<file path="src/rtl/imem_pkg.sv">
// Shared types and constants for the loadable instruction memory.
// The parity helper serves the IMEM_PARITY_EN build of imem_sync_fetch.
package imem_pkg;

  localparam logic [15:0] HALT_OPCODE = 16'h0000;

  typedef enum logic [1:0] {
    ST_IDLE   = 2'd0,
    ST_LOAD   = 2'd1,
    ST_RUN    = 2'd2,
    ST_HALTED = 2'd3
  } imem_state_e;

  // Source of the instruction output: the RAM read register or a forced constant.
  typedef enum logic {
    SRC_CONST = 1'b0,
    SRC_RAM   = 1'b1
  } out_src_e;

  // Even-parity bit; callers zero-extend narrower words.
  function automatic logic even_parity(input logic [63:0] d);
    return ^d;
  endfunction

endpackage

</file>
<file path="src/rtl/imem_ram.sv">
// DEPTH x WIDTH instruction storage: synchronous write, synchronous read with enable.
// The read register holds its value while re is low.
module imem_ram #(
  parameter int    DEPTH     = 64,
  parameter int    WIDTH     = 16,
  parameter int    AW        = 6,
  parameter string INIT_FILE = ""
) (
  input  logic             clk,
  input  logic             we,
  input  logic [AW-1:0]    waddr,
  input  logic [WIDTH-1:0] wdata,
  input  logic             re,
  input  logic [AW-1:0]    raddr,
  output logic [WIDTH-1:0] rdata
);

  logic [WIDTH-1:0] mem_r [DEPTH];
  logic [WIDTH-1:0] rdata_r;

  // Array write and registered read; the array is never reset.
  always_ff @(posedge clk) begin
    if (we) begin
      mem_r[waddr] <= wdata;
    end
    if (re) begin
      rdata_r <= mem_r[raddr];
    end
  end

  assign rdata = rdata_r;

endmodule

</file>
<file path="src/rtl/imem_sync_fetch.sv">
// Loadable synchronous-read instruction memory between PC and IF/ID, with stall/flush/halt.
// Define IMEM_PARITY_EN to store an even-parity bit per word and check it on read.
module imem_sync_fetch
  import imem_pkg::*;
#(
  parameter int    DATA_W    = 16,
  parameter int    ADDR_W    = 16,
  parameter int    DEPTH     = 64,
  parameter int    BOOT_RUN  = 0,
  parameter string INIT_FILE = ""
) (
  input  logic              clk,
  input  logic              rst_n,
  input  logic              load_en,
  input  logic              load_we,
  input  logic [ADDR_W-1:0] load_addr,
  input  logic [DATA_W-1:0] load_data,
  input  logic              start,
  input  logic [ADDR_W-1:0] from_pc,
  input  logic              fetch_req,
  input  logic              stall,
  input  logic              flush,
  output logic [DATA_W-1:0] instruction,
  output logic              instr_valid,
  output logic              halted,
  output logic              addr_err,
  output logic              parity_err
);

  localparam int AW = (DEPTH > 1) ? $clog2(DEPTH) : 1;
`ifdef IMEM_PARITY_EN
  localparam int MEM_W = DATA_W + 1;
`else
  localparam int MEM_W = DATA_W;
`endif
  localparam logic [ADDR_W-2:0] DEPTH_IDX   = (ADDR_W-1)'(DEPTH);
  localparam logic [DATA_W-1:0] HALT_W      = DATA_W'(HALT_OPCODE);
  localparam imem_state_e       RESET_STATE = (BOOT_RUN != 0) ? ST_RUN : ST_IDLE;

  imem_state_e       state_r, state_nx_s;
  out_src_e          src_r;
  logic [DATA_W-1:0] const_r;
  logic              instr_valid_r, addr_err_r, halted_r;
  logic [ADDR_W-2:0] fetch_idx_s, load_idx_s;
  logic              fetch_bad_s, fetch_go_s, halt_now_s;
  logic              ram_we_s, ram_re_s;
  logic [MEM_W-1:0]  ram_wdata_s, ram_rdata_s;
  logic [DATA_W-1:0] ram_data_s;
  logic              par_bad_s;

  assign fetch_idx_s = from_pc[ADDR_W-1:1];
  assign load_idx_s  = load_addr[ADDR_W-1:1];
  assign fetch_bad_s = from_pc[0] | (fetch_idx_s >= DEPTH_IDX);
  assign ram_we_s    = (state_r == ST_LOAD) & load_we & (load_idx_s < DEPTH_IDX);
  // A visible HALT that survives flush retires the block; no further fetches issue.
  assign halt_now_s  = (state_r == ST_RUN) & instr_valid_r & (instruction == HALT_W) & ~flush;
  assign fetch_go_s  = (state_r == ST_RUN) & ~load_en & ~halt_now_s & fetch_req & ~stall & ~flush;
  assign ram_re_s    = fetch_go_s & ~fetch_bad_s;

`ifdef IMEM_PARITY_EN
  logic fresh_r;

  assign ram_wdata_s = {even_parity(64'(load_data)), load_data};
  assign ram_data_s  = ram_rdata_s[DATA_W-1:0];
  assign par_bad_s   = (ram_rdata_s[DATA_W] != even_parity(64'(ram_data_s)));
  assign parity_err  = fresh_r & par_bad_s & (src_r == SRC_RAM);

  // Marks the single cycle in which a new RAM word is presented.
  always_ff @(posedge clk or negedge rst_n) begin
    if (!rst_n) begin
      fresh_r <= 1'b0;
    end else begin
      fresh_r <= ram_re_s;
    end
  end
`else
  assign ram_wdata_s = load_data;
  assign ram_data_s  = ram_rdata_s;
  assign par_bad_s   = 1'b0;
  assign parity_err  = 1'b0;
`endif

  imem_ram #(
    .DEPTH    (DEPTH),
    .WIDTH    (MEM_W),
    .AW       (AW),
    .INIT_FILE(INIT_FILE)
  ) u_ram (
    .clk  (clk),
    .we   (ram_we_s),
    .waddr(load_idx_s[AW-1:0]),
    .wdata(ram_wdata_s),
    .re   (ram_re_s),
    .raddr(fetch_idx_s[AW-1:0]),
    .rdata(ram_rdata_s)
  );

  // Output mux: the RAM read register doubles as the instruction register.
  always_comb begin
    instruction = const_r;
    if (src_r == SRC_RAM) begin
      if (par_bad_s) begin
        instruction = HALT_W;
      end else begin
        instruction = ram_data_s;
      end
    end else begin
      instruction = const_r;
    end
  end

  // Next-state logic; load_en takes priority over start.
  always_comb begin
    state_nx_s = state_r;
    if (load_en) begin
      state_nx_s = ST_LOAD;
    end else begin
      case (state_r)
        ST_IDLE:   state_nx_s = start ? ST_RUN : ST_IDLE;
        ST_LOAD:   state_nx_s = start ? ST_RUN : ST_LOAD;
        ST_RUN:    state_nx_s = halt_now_s ? ST_HALTED : ST_RUN;
        ST_HALTED: state_nx_s = ST_HALTED;
        default:   state_nx_s = RESET_STATE;
      endcase
    end
  end

  // State and output registers: flush over stall, HALTED freezes the outputs.
  always_ff @(posedge clk or negedge rst_n) begin
    if (!rst_n) begin
      state_r       <= RESET_STATE;
      src_r         <= SRC_CONST;
      const_r       <= {DATA_W{1'b0}};
      instr_valid_r <= 1'b0;
      addr_err_r    <= 1'b0;
      halted_r      <= 1'b0;
    end else begin
      state_r    <= state_nx_s;
      halted_r   <= (state_nx_s == ST_HALTED);
      addr_err_r <= 1'b0;
      if (state_nx_s == ST_LOAD) begin
        instr_valid_r <= 1'b0;
      end else if (state_r == ST_HALTED) begin
        instr_valid_r <= instr_valid_r;
      end else if (flush) begin
        instr_valid_r <= 1'b0;
        src_r         <= SRC_CONST;
        const_r       <= {DATA_W{1'b0}};
      end else if (fetch_go_s) begin
        instr_valid_r <= 1'b1;
        addr_err_r    <= fetch_bad_s;
        if (fetch_bad_s) begin
          src_r   <= SRC_CONST;
          const_r <= HALT_W;
        end else begin
          src_r   <= SRC_RAM;
        end
      end else if (!stall && !halt_now_s) begin
        instr_valid_r <= 1'b0;
      end else begin
        instr_valid_r <= instr_valid_r;
      end
    end
  end

  assign instr_valid = instr_valid_r;
  assign addr_err    = addr_err_r;
  assign halted      = halted_r;

endmodule

</file>
<file path="config.mk">
export PLATFORM = sky130hd
export DESIGN_NAME = imem_sync_fetch
export DESIGN_NICKNAME = d
export VERILOG_FILES = /design/src/rtl/imem_pkg.sv /design/src/rtl/imem_ram.sv /design/src/rtl/imem_sync_fetch.sv
export SDC_FILE = /design/constraint.sdc
export NUM_CORES = 1
export LEC_CHECK = 0
export CAP_MARGIN = 20
export CORE_ASPECT_RATIO = 0.8
export CORE_UTILIZATION = 56
export CTS_CLUSTER_SIZE = 8
export DETAILED_ROUTE_END_ITERATION = 8
export PLACE_DENSITY = 0.76
export SLEW_MARGIN = 20
export SYNTH_ARGS = -nofsm -noshare
export SYNTH_HDL_FRONTEND = slang
export SYNTH_SLANG_ARGS = --single-unit
export TNS_END_PERCENT = 50
</file>
<file path="constraint.sdc">
create_clock -name clk -period 2.2 [get_ports clk]
set_input_delay 0.22 -clock clk [delete_from_list [all_inputs] [get_ports clk]]
set_output_delay 0.22 -clock clk [all_outputs]
set_load 0.1 [all_outputs]
</file>
After elaboration in Yosys (flattened, before gate mapping)
Memories as Yosys holds them, arrays and structs flattened. A register that Yosys moved wholly into a read port is not among the register bits.
Cells that the tools add are included.
{ "word_totals": {"register_bits": 22, "mem_bits_rw": 1024, "inputBits": 56, "out_inout_bits": 20, "elab_cells": 68, "n_memories": 1} }
{ "memory_table": {"columns": ["memory", "depth", "width", "rd", "rd_clocked_by_memory_dff", "write_ports", "line_no", "source"], "rows": [
  ["u_ram.mem_r", 64, 16, 1, 1, 1, "imem_ram.sv:18", "logic [WIDTH-1:0] mem_r [DEPTH];"]
]} }
{ "classes": {"magnitude_cmp": 2, "eq_ne": 6, "mux": 23, "bitwise": 19, "reduce_logical": 11} }
{ "op_table": {"columns": ["operator", "n"], "rows": [
  ["$mux W16", 4],
  ["$logic_not A16 Y1", 1],
  ["$ge A15 B7 Y1 const B", 1],
  ["$lt A15 B7 Y1 const B", 1],
  ["$mux W1", 15],
  ["$and A1 B1 Y1", 11],
  ["$pmux W2 S4", 1],
  ["$not A1 Y1", 7],
  ["$eq A2 B2 Y1 const B", 3],
  ["$mux W2", 3],
  ["$eq A2 B1 Y1 const B", 2],
  ["$reduce_and A4 Y1", 1],
  ["$reduce_bool A2 Y1", 2],
  ["$reduce_bool A4 Y1", 1],
  ["$reduce_and A3 Y1", 1],
  ["$logic_not A1 Y1", 2],
  ["$logic_not A2 Y1", 1],
  ["$ne A2 B2 Y1 const B", 1],
  ["$reduce_and A2 Y1", 1],
  ["$logic_and A1 B1 Y1", 1],
  ["$or A1 B1 Y1", 1]
]} }

Longest topological paths before layout
Gate-level depths: netlist (run 1).
{ "depth": {"depth_word": 13, "depth_mapped": 9, "ltp_nobuf": 5} }

Cells and area by module
Synthesis (run 1) repeated with hierarchy kept, for this count alone.
{ "hier_totals": {"hier_cells": 1898, "hier_area_um2": 40739.1} }
{ "by_module_without_submodules": {"columns": ["module", "n_inst", "cells_per_inst", "area_each_um2", "seq_area_each_um2"], "rows": [
  ["imem_ram", 1, 1829, 40202.3, 31230.0],
  ["imem_sync_fetch", 1, 69, 536.8, 150.1]
]} }

Least setup slack after synthesis (run 1)
Ideal clock, no wire load.
{ "synth_path": {"kind": "reg2reg", "from": "register instr_valid_r (netlist: instr_valid)", "to": "register u_ram.rdata_r[0] (netlist: u_ram.rdata[0]) (read register of u_ram.mem_r), enable pin", "setup_ns": 0.388, "arrival_ns": 2.181, "required_ns": 1.812, "slack_ns": -0.369, "stages_incl_launch_ff": 5, "path_buffers": 0, "path_cell_list": "dfrtp_1 -> nor4bb_1 -> a211oi_1 -> nand2b_1 -> nor2_1"} }
{ "synth_via": {"elab_chain_len": 9} }
{ "synth_rtl": {"columns": ["item", "line_no", "source"], "rows": [
  ["from (decl)", "imem_sync_fetch.sv:43", "logic instr_valid_r, addr_err_r, halted_r;"],
  ["from (signal assigned)", "imem_sync_fetch.sv:144", "instr_valid_r <= instr_valid_r;"],
  ["from (signal assigned)", "imem_sync_fetch.sv:161", "instr_valid_r <= instr_valid_r;"],
  ["$and A1 B1 Y1 (3 in a row)", "imem_sync_fetch.sv:56", "assign halt_now_s = (state_r == ST_RUN) & instr_valid_r & (instruction == HALT_W) & ~flush;"],
  ["$not A1 Y1", "imem_sync_fetch.sv:57", "assign fetch_go_s = (state_r == ST_RUN) & ~load_en & ~halt_now_s & fetch_req & ~stall & ~flush;"],
  ["$and A1 B1 Y1 (4 in a row)", "imem_sync_fetch.sv:57", null],
  ["$and A1 B1 Y1", "imem_sync_fetch.sv:58", "assign ram_re_s = fetch_go_s & ~fetch_bad_s;"],
  ["net ram_re_s", "imem_sync_fetch.sv:46", "logic ram_we_s, ram_re_s;"],
  ["to (decl)", "imem_ram.sv:19", "logic [WIDTH-1:0] rdata_r;"]
]} }
The timed path passes the listed nets, and every way through them passes these cells.
A chain may end at the register's enable or synchronous reset.

Final worst setup path (run 1)
{ "layout_path": {"from": "register u_ram.rdata_r[15] (netlist: u_ram.rdata[15]) (read register of u_ram.mem_r)", "to": "register u_ram.rdata_r[6] (netlist: u_ram.rdata[6]) (read register of u_ram.mem_r), enable pin"} }
{ "layout_via": {"elab_chain_len": 10} }
{ "layout_rtl": {"columns": ["item", "line_no", "source"], "rows": [
  ["$mux W16", "imem_sync_fetch.sv:101", "if (src_r == SRC_RAM) begin"],
  ["$logic_not A16 Y1", "imem_sync_fetch.sv:56", null],
  ["$and A1 B1 Y1 (2 in a row)", "imem_sync_fetch.sv:56", null],
  ["$not A1 Y1", "imem_sync_fetch.sv:57", null],
  ["$and A1 B1 Y1 (4 in a row)", "imem_sync_fetch.sv:57", null],
  ["$and A1 B1 Y1", "imem_sync_fetch.sv:58", null],
  ["net ram_re_s", "imem_sync_fetch.sv:46", null]
]} }
The timed path passes the listed nets, and every way through them passes these cells.

==> metrics, run 1 <==
Synth Flop Type=edfxtp_1; final cell count without fillers=3189; post-synthesis compound-gate area fraction=0.0204; Routed WL per cell=33.8 um; Hold Path Stages=2; fin crit share=1.01; Synth Area in Simple Gates=0.0277; CORE AREA=70800 um^2; final WL=108 mm; Layout Skew=0.0249 ns; CP max FO=16; H-tree levels=4; largest net degree at the start of global routing=65; fin. max-slew vios=0; vias per inst=6.83; number of global-route vias before repair=21800; cell count after synthesis=1799; R2R setup slack=-0.02 ns; violated checks=DRC, setup timing; RSZ-0062 raised after global routing=yes; HPWL after DPL=65.3 mm; Syn Area/Cell=22.4 um^2; Yosys top cell area share=0.776; Adder-Cell Fraction of Synth Area=0; R2R Path End=u_ram.rdata[6]; DRT Pass-1 Iters=8; hold crit path type=in2reg; fraction of registers with async set/reset=0.00574; count leader, synth=edfxtp_1; total number of vias=21800; area delta synth->final=22.2%; CTS tree=done; Tot GR Track Use=0.303; pwr/cell area=918 nW/um^2; worst setup margin=-0.0195 ns; Yosys top cell by area=edfxtp_1; Synthesis Warnings=0; crit path max-delay cell type=edfxtp_1; achievable frequency=451 MHz; Final Util=0.695; Port Buffers=73; CP cell instances=or4_4, o41ai_4, a211oi_2, nand2b_1, nor2_4, buf_12; number of flops mapped to enable cells by yosys=1040; gpl congestion=0.913; kind of cell adding the most delay to the critical path=simple AND/OR/NAND/NOR gates; Die Width=302 um; FP Rows=87; Post-Synth XOR/XNOR Area=0; Critical Path AT=2.69 ns; Antenna Cells=0; Post-synth top cells=1040 x edfxtp_1, 254 x mux4_2, 80 x nor2_1; DRT antenna net count=0; hold endpoint=u_ram.mem_r[53][7]; sequential fraction of the synthesis area=0.780; CP Capture Type=flop; R2R depth=6; crit start category=flop; GR Util met3=0.0869; multiplexer share of the synthesized area=0.159; I/O pins=76; worst relative slew slack=0.357; max-cap viol count=0; Initial DRC Count=3231; Finish-stage setup viols=18; Distinct cells, synth=49; Vert. Die Dim=242 um; dpl cells=3011; Tmin final=2.22 ns; Seq cells post-synth=1046; Synth Net Count=1855; Worst VDD drop=0.776 mV; initial antenna violation count=3; Critical Path RT=2.67 ns; leakage power=0.0160 uW; Hold Crit Start=load_data[7]; status=complete, but fails checks; layout cells sized above 1=0.377; global-route wire length before repair=154 mm; Final #Nets=2288; Post-Syn Area=40200 um^2; clk buf depth=3; met1 GRT Util=0.437; global routing usage on met2=0.449; main combinational cell family by area after synthesis=multiplexers; Most Crowded Layer GR=met2; Num CTS Buffers=148; GRT Residual Overflow=0; Buf+Inv Stages, Crit Path=1; Initial Util=0.569; largest cells by area after synthesis=edfxtp_1 78%, mux4_2 14%, mux2i_1 0.92%, a22oi_1 0.90%, nor2_1 0.75%; Clk Latency, worst-skew pair=0.72 ns; final hold violations=0; largest stage delay on the critical path=0.53 ns; clk sinks=1046; DRC errors left=14; Worst-Margin Slew=0.962 ns; Crit Path Class=reg2reg; Root Buffer=clkbuf_16; Die Area=72900 um^2; CTS clk-pin slew, worst paths=0.05 ns; FF-to-FF Start=u_ram.rdata[15]
[area by class of cell]
class                   count  area (um^2)
clock inverters             9          113
clock buffers             164         3890
flip-flops and latches   1046        31400
repair buffers            375         4070
multi-input cells         657         8520
inverters                   4         15.0
well taps                 934         1170
fillers                  4002        21600
[cell families after synthesis]
family	Yosys count
AOI/OAI and AO/OA	115
buffers and inverters	96
DFF	1046
muxes	317
other	1
and+or+nand+nor	224
[worst max path at each step]
stage	depth (start not counted)	to	from
2_1_floorplan	5	u_ram.mem_r[54][0]	state_r[1]
3_3_place_gp	8	u_ram.mem_r[18][0]	load_we
3_5_place_dp	8	u_ram.rdata[14]	from_pc[2]
4_1_cts	6	u_ram.rdata[6]	u_ram.rdata[5]
5_1_grt	8	u_ram.mem_r[14][1]	state_r[1]
6_report	6	u_ram.rdata[6]	u_ram.rdata[15]
[cells in the final DEF (no fill, tap or decap), types with 4 or more instances in the layout]
cell | Yosys | final
a21oi_1 | 6 | 5
a221oi_1 | 11 | 11
a22oi_1 | 48 | 48
a31oi_1 | 7 | 7
and2_1 | 18 | 18
and4_1 | 7 | 7
buf_12 | 0 | 91
buf_2 | 25 | 17
buf_4 | 24 | 216
buf_6 | 5 | 14
clkbuf_1 | 27 | 10
clkbuf_16 | 0 | 154
clkdlybuf4s50_1 | 0 | 33
dfrtp_1 | 6 | 6
edfxtp_1 | 1040 | 1040
inv_1 | 4 | 4
inv_6 | 0 | 5
mux2_2 | 26 | 26
mux2i_1 | 37 | 37
mux4_2 | 254 | 254
nand2_1 | 38 | 38
nand2b_1 | 9 | 9
nand3_1 | 35 | 35
nor2_1 | 80 | 27
nor2_2 | 2 | 49
nor2_4 | 0 | 6
nor2b_1 | 9 | 9
nor4_1 | 4 | 4
o211ai_1 | 4 | 4
o21ai_0 | 10 | 10
o22ai_1 | 18 | 18
[power breakdown]
part | leakage, uW | switching (uW) | internal, uW
clock | 0.00196 | 7820 | 12300
sequential | 0.00942 | 10.6 | 22000
combinational | 0.00465 | 1910 | 1110
total | 0.0160 | 9750 | 35400
[registers in the layout, summed over array words and instances (netlist names)]
name,flops
u_ram.mem_r,1024
addr_err,1
src_r,1
halted,1
u_ram.rdata,16
instr_valid,1
state_r,2
[worst reg2reg max path, delay by kind of cell (launching register included)]
family,cells,cell delay (ns)
AND/OR/NAND/NOR,3,0.73
AO/OA/AOI/OAI,2,0.56
flip-flops,1,0.53
buffers and inverters,1,0.16
[through the flow]
step / total power [uW] / area [um^2] / setup TNS [ns] / hold slack [ns] / worst slack (ns)
2_1_floorplan: 23900 / 40300 / -78.79 / -0.0756 / -0.125
3_3_place_gp: 25200 / 44900 / -350.47 / 0.480 / -0.426
3_5_place_dp: 25300 / 44900 / -323.83 / 0.486 / -0.422
4_1_cts: 45200 / 48900 / -0.120 / 0.00321 / -0.0213
5_1_grt: 46200 / 49200 / -7.55 / 0.00882 / -0.0774
6_report: 45100 / 49200 / -0.168 / 0.0112 / -0.0195
[metal layers]
metal  up-vias  wire length [um]
met1     11300             40200
met4         2              3340
met5         -                13
met3       255             14300
li1       8463                 -
met2      1799             49900
[repair_timing]
| action | 4_1_cts | 5_1_grt |
|---|---|---|
| hold endpoints to repair | 10 | 0 |
| endpoints found under the setup margin | 1003 | 1044 |
| resized for setup | 2 | 73 |
| pin swaps | 2 | 5 |
| hold buffers | 2 | 0 |
| gates cloned | 0 | 1 |
| setup buffers | 1 | 1 |
Power figures use the tool's default switching activity.
==> inputs of run 2 (changes only) <==
- CORE_ASPECT_RATIO: 0.8 -> 2
==> run 2 against run 1 <==
Effect of this change: the run ends with setup timing left; flip-flop and latch count is the same; clock-buffer cell count grew 1; fmax shrank 1.1%; worst hold slack lost 0.0067 ns; combinational power grew 3%; power grew 0.48%; register-to-register slack lost 0.02 ns; clock power is essentially flat; final area grew 0.24%; core utilization is essentially flat; sequential share of layout area shrank 0.15 points; critical endpoint is now u_ram.rdata[4].
==> metrics, run 2 (same netlist as run 1, synthesis figures left out) <==
status=complete, but fails checks; violated checks=setup timing; leakage power=0.0160 uW; CORE AREA=71000 um^2; area delta synth->final=22.4%; Final #Nets=2275; final WL=111 mm; Num CTS Buffers=148; max reg flops=1024; Critical Path AT=2.69 ns; RSZ-0062 raised after global routing=yes; Pwr Total=45300 uW; worst relative slew slack=0.410; max-cap viol count=0; Die Area=73000 um^2; final cell count without fillers=3160; fin crit share=1.02; Initial DRC Count=2504; Critical Path RT=2.64 ns; Routed WL per cell=35.1 um; CTS tree=done; Worst-Margin Slew=0.885 ns; Die Width=192 um; Port Buffers=73; commonest non-fill, non-tap cell in the layout=edfxtp_1; Tot GR Track Use=0.313; initial antenna violation count=1; largest stage delay on the critical path=0.59 ns; pwr/cell area=920 nW/um^2; kind of cell adding the most delay to the critical path=multiplexers; Initial Util=0.567; DRC errors left=0; CP max FO=1; DRT Pass-1 Iters=9; Crit Path Class=reg2reg; gpl congestion=0.961; commonest non-fill, non-tap cells in the layout=1040 x edfxtp_1, 254 x mux4_2, 185 x buf_4, 150 x clkbuf_16, 95 x buf_12; fin. max-slew vios=0; H-tree levels=4; dpl cells=2969; largest net degree at the start of global routing=65; crit path max-delay cell type=mux4_2; Clk Latency, worst-skew pair=0.72 ns; hold crit path type=in2reg; DRT antenna net count=0; cell mode on critical path=mux4_2; setup TNS=-0.222 ns; Worst VDD drop=0.778 mV; CP Capture Type=flop; clk buf depth=3; achievable frequency=446 MHz; Final Util=0.694; total number of vias=21400; Buf+Inv Stages, Crit Path=0; CP cell instances=mux4_2, mux4_2, o211ai_1, nor2_1; final hold violations=0; Root Buffer=clkbuf_16; layout cells sized above 1=0.374; worst setup margin=-0.0431 ns; crit start category=flop; vias per inst=6.78; CTS clk-pin slew, worst paths=0.05 ns; clk sinks=1046; Layout Skew=0.0178 ns; FP Rows=138; post-route cell area=49300 um^2; Vert. Die Dim=381 um; I/O pins=76; HPWL after DPL=69.1 mm; GRT Residual Overflow=0; global-route wire length before repair=157 mm; placed cell area=44800 um^2; Tmin final=2.24 ns; Biggest register=u_ram.mem_r; number of global-route vias before repair=22500; Finish-stage setup viols=19
==> run 2: cell types whose count changed in the layout (fill, tap and decap cells not counted), sizes merged <==
cell         change
clkinv           +4
diode            +1
buf             -15
dlygate4sd3      +1
clkbuf           +2
inv              +2
==> run 2: through the flow <==
stage	setup slack, ns	hold WS [ns]
after floorplan	-0.125	-0.0756
after global placement	-0.684	0.489
after detailed placement	-0.637	0.499
after CTS	-0.0160	0.0280
after global routing	-0.0553	0.0138
final	-0.0431	0.00451
==> run 2: what timing repair did <==
action,CTS,global route
setup endpoints to repair,1040,843
pin swaps,4,2
gates resized for setup,49,67
gates cloned,3,3
hold endpoints to repair,25,0
hold buffers,3,0
buffers inserted,0,2
==> run 2: report_power, final <==
group	leakage, uW	internal [uW]	total [uW]	switching [uW]
clock	0.00196	12100	20300	8160
combinational	0.00462	1170	3100	1930
sequential	0.00942	22000	22000	15.4
total	0.0160	35200	45300	10100
==> run 2: worst reg2reg max path: stages (launching register included) <==
cell and delay (ns):
edfxtp_1 0.39, mux4_2 0.53, mux4_2 0.59, o211ai_1 0.39, nor2_1 0.09
==> run 2: per-layer routing <==
layer  vias up  part of all wire  global-route usage
met5         -          0.000099                   0
met4         2             0.085               0.228
met3       385             0.080              0.0578
met2      1552              0.53               0.540
met1     11100              0.31               0.343
li1       8405                 -                   -
==> run 2: area by class of cell <==
type	count	area (um^2)
flip-flops and latches	1046	31400
fillers	3921	21700
multi-input cells	657	8630
repair buffers	362	4080
clock buffers	165	3790
well taps	910	1140
clock inverters	15	230
inverters	4	15.0
diodes	1	2.50
==> run 2: final timing paths <==
| check | from | end | slack (ns) | cells after the start |
|---|---|---|---|---|
| max in group asynchronous | rst_n | instr_valid | 1.61 | 2 |
| setup reg to reg | u_ram.mem_r[37][4] | u_ram.rdata[4] | -0.04 | 4 |
| hold reg to reg | instr_valid | instr_valid | 0.59 | 2 |
| hold / removal | load_data[0] | u_ram.mem_r[0][0] | 0.005 | 2 |
| setup / recovery | u_ram.mem_r[37][4] | u_ram.rdata[4] | -0.04 | 4 |
| min in group asynchronous | rst_n | addr_err | 0.34 | 2 |
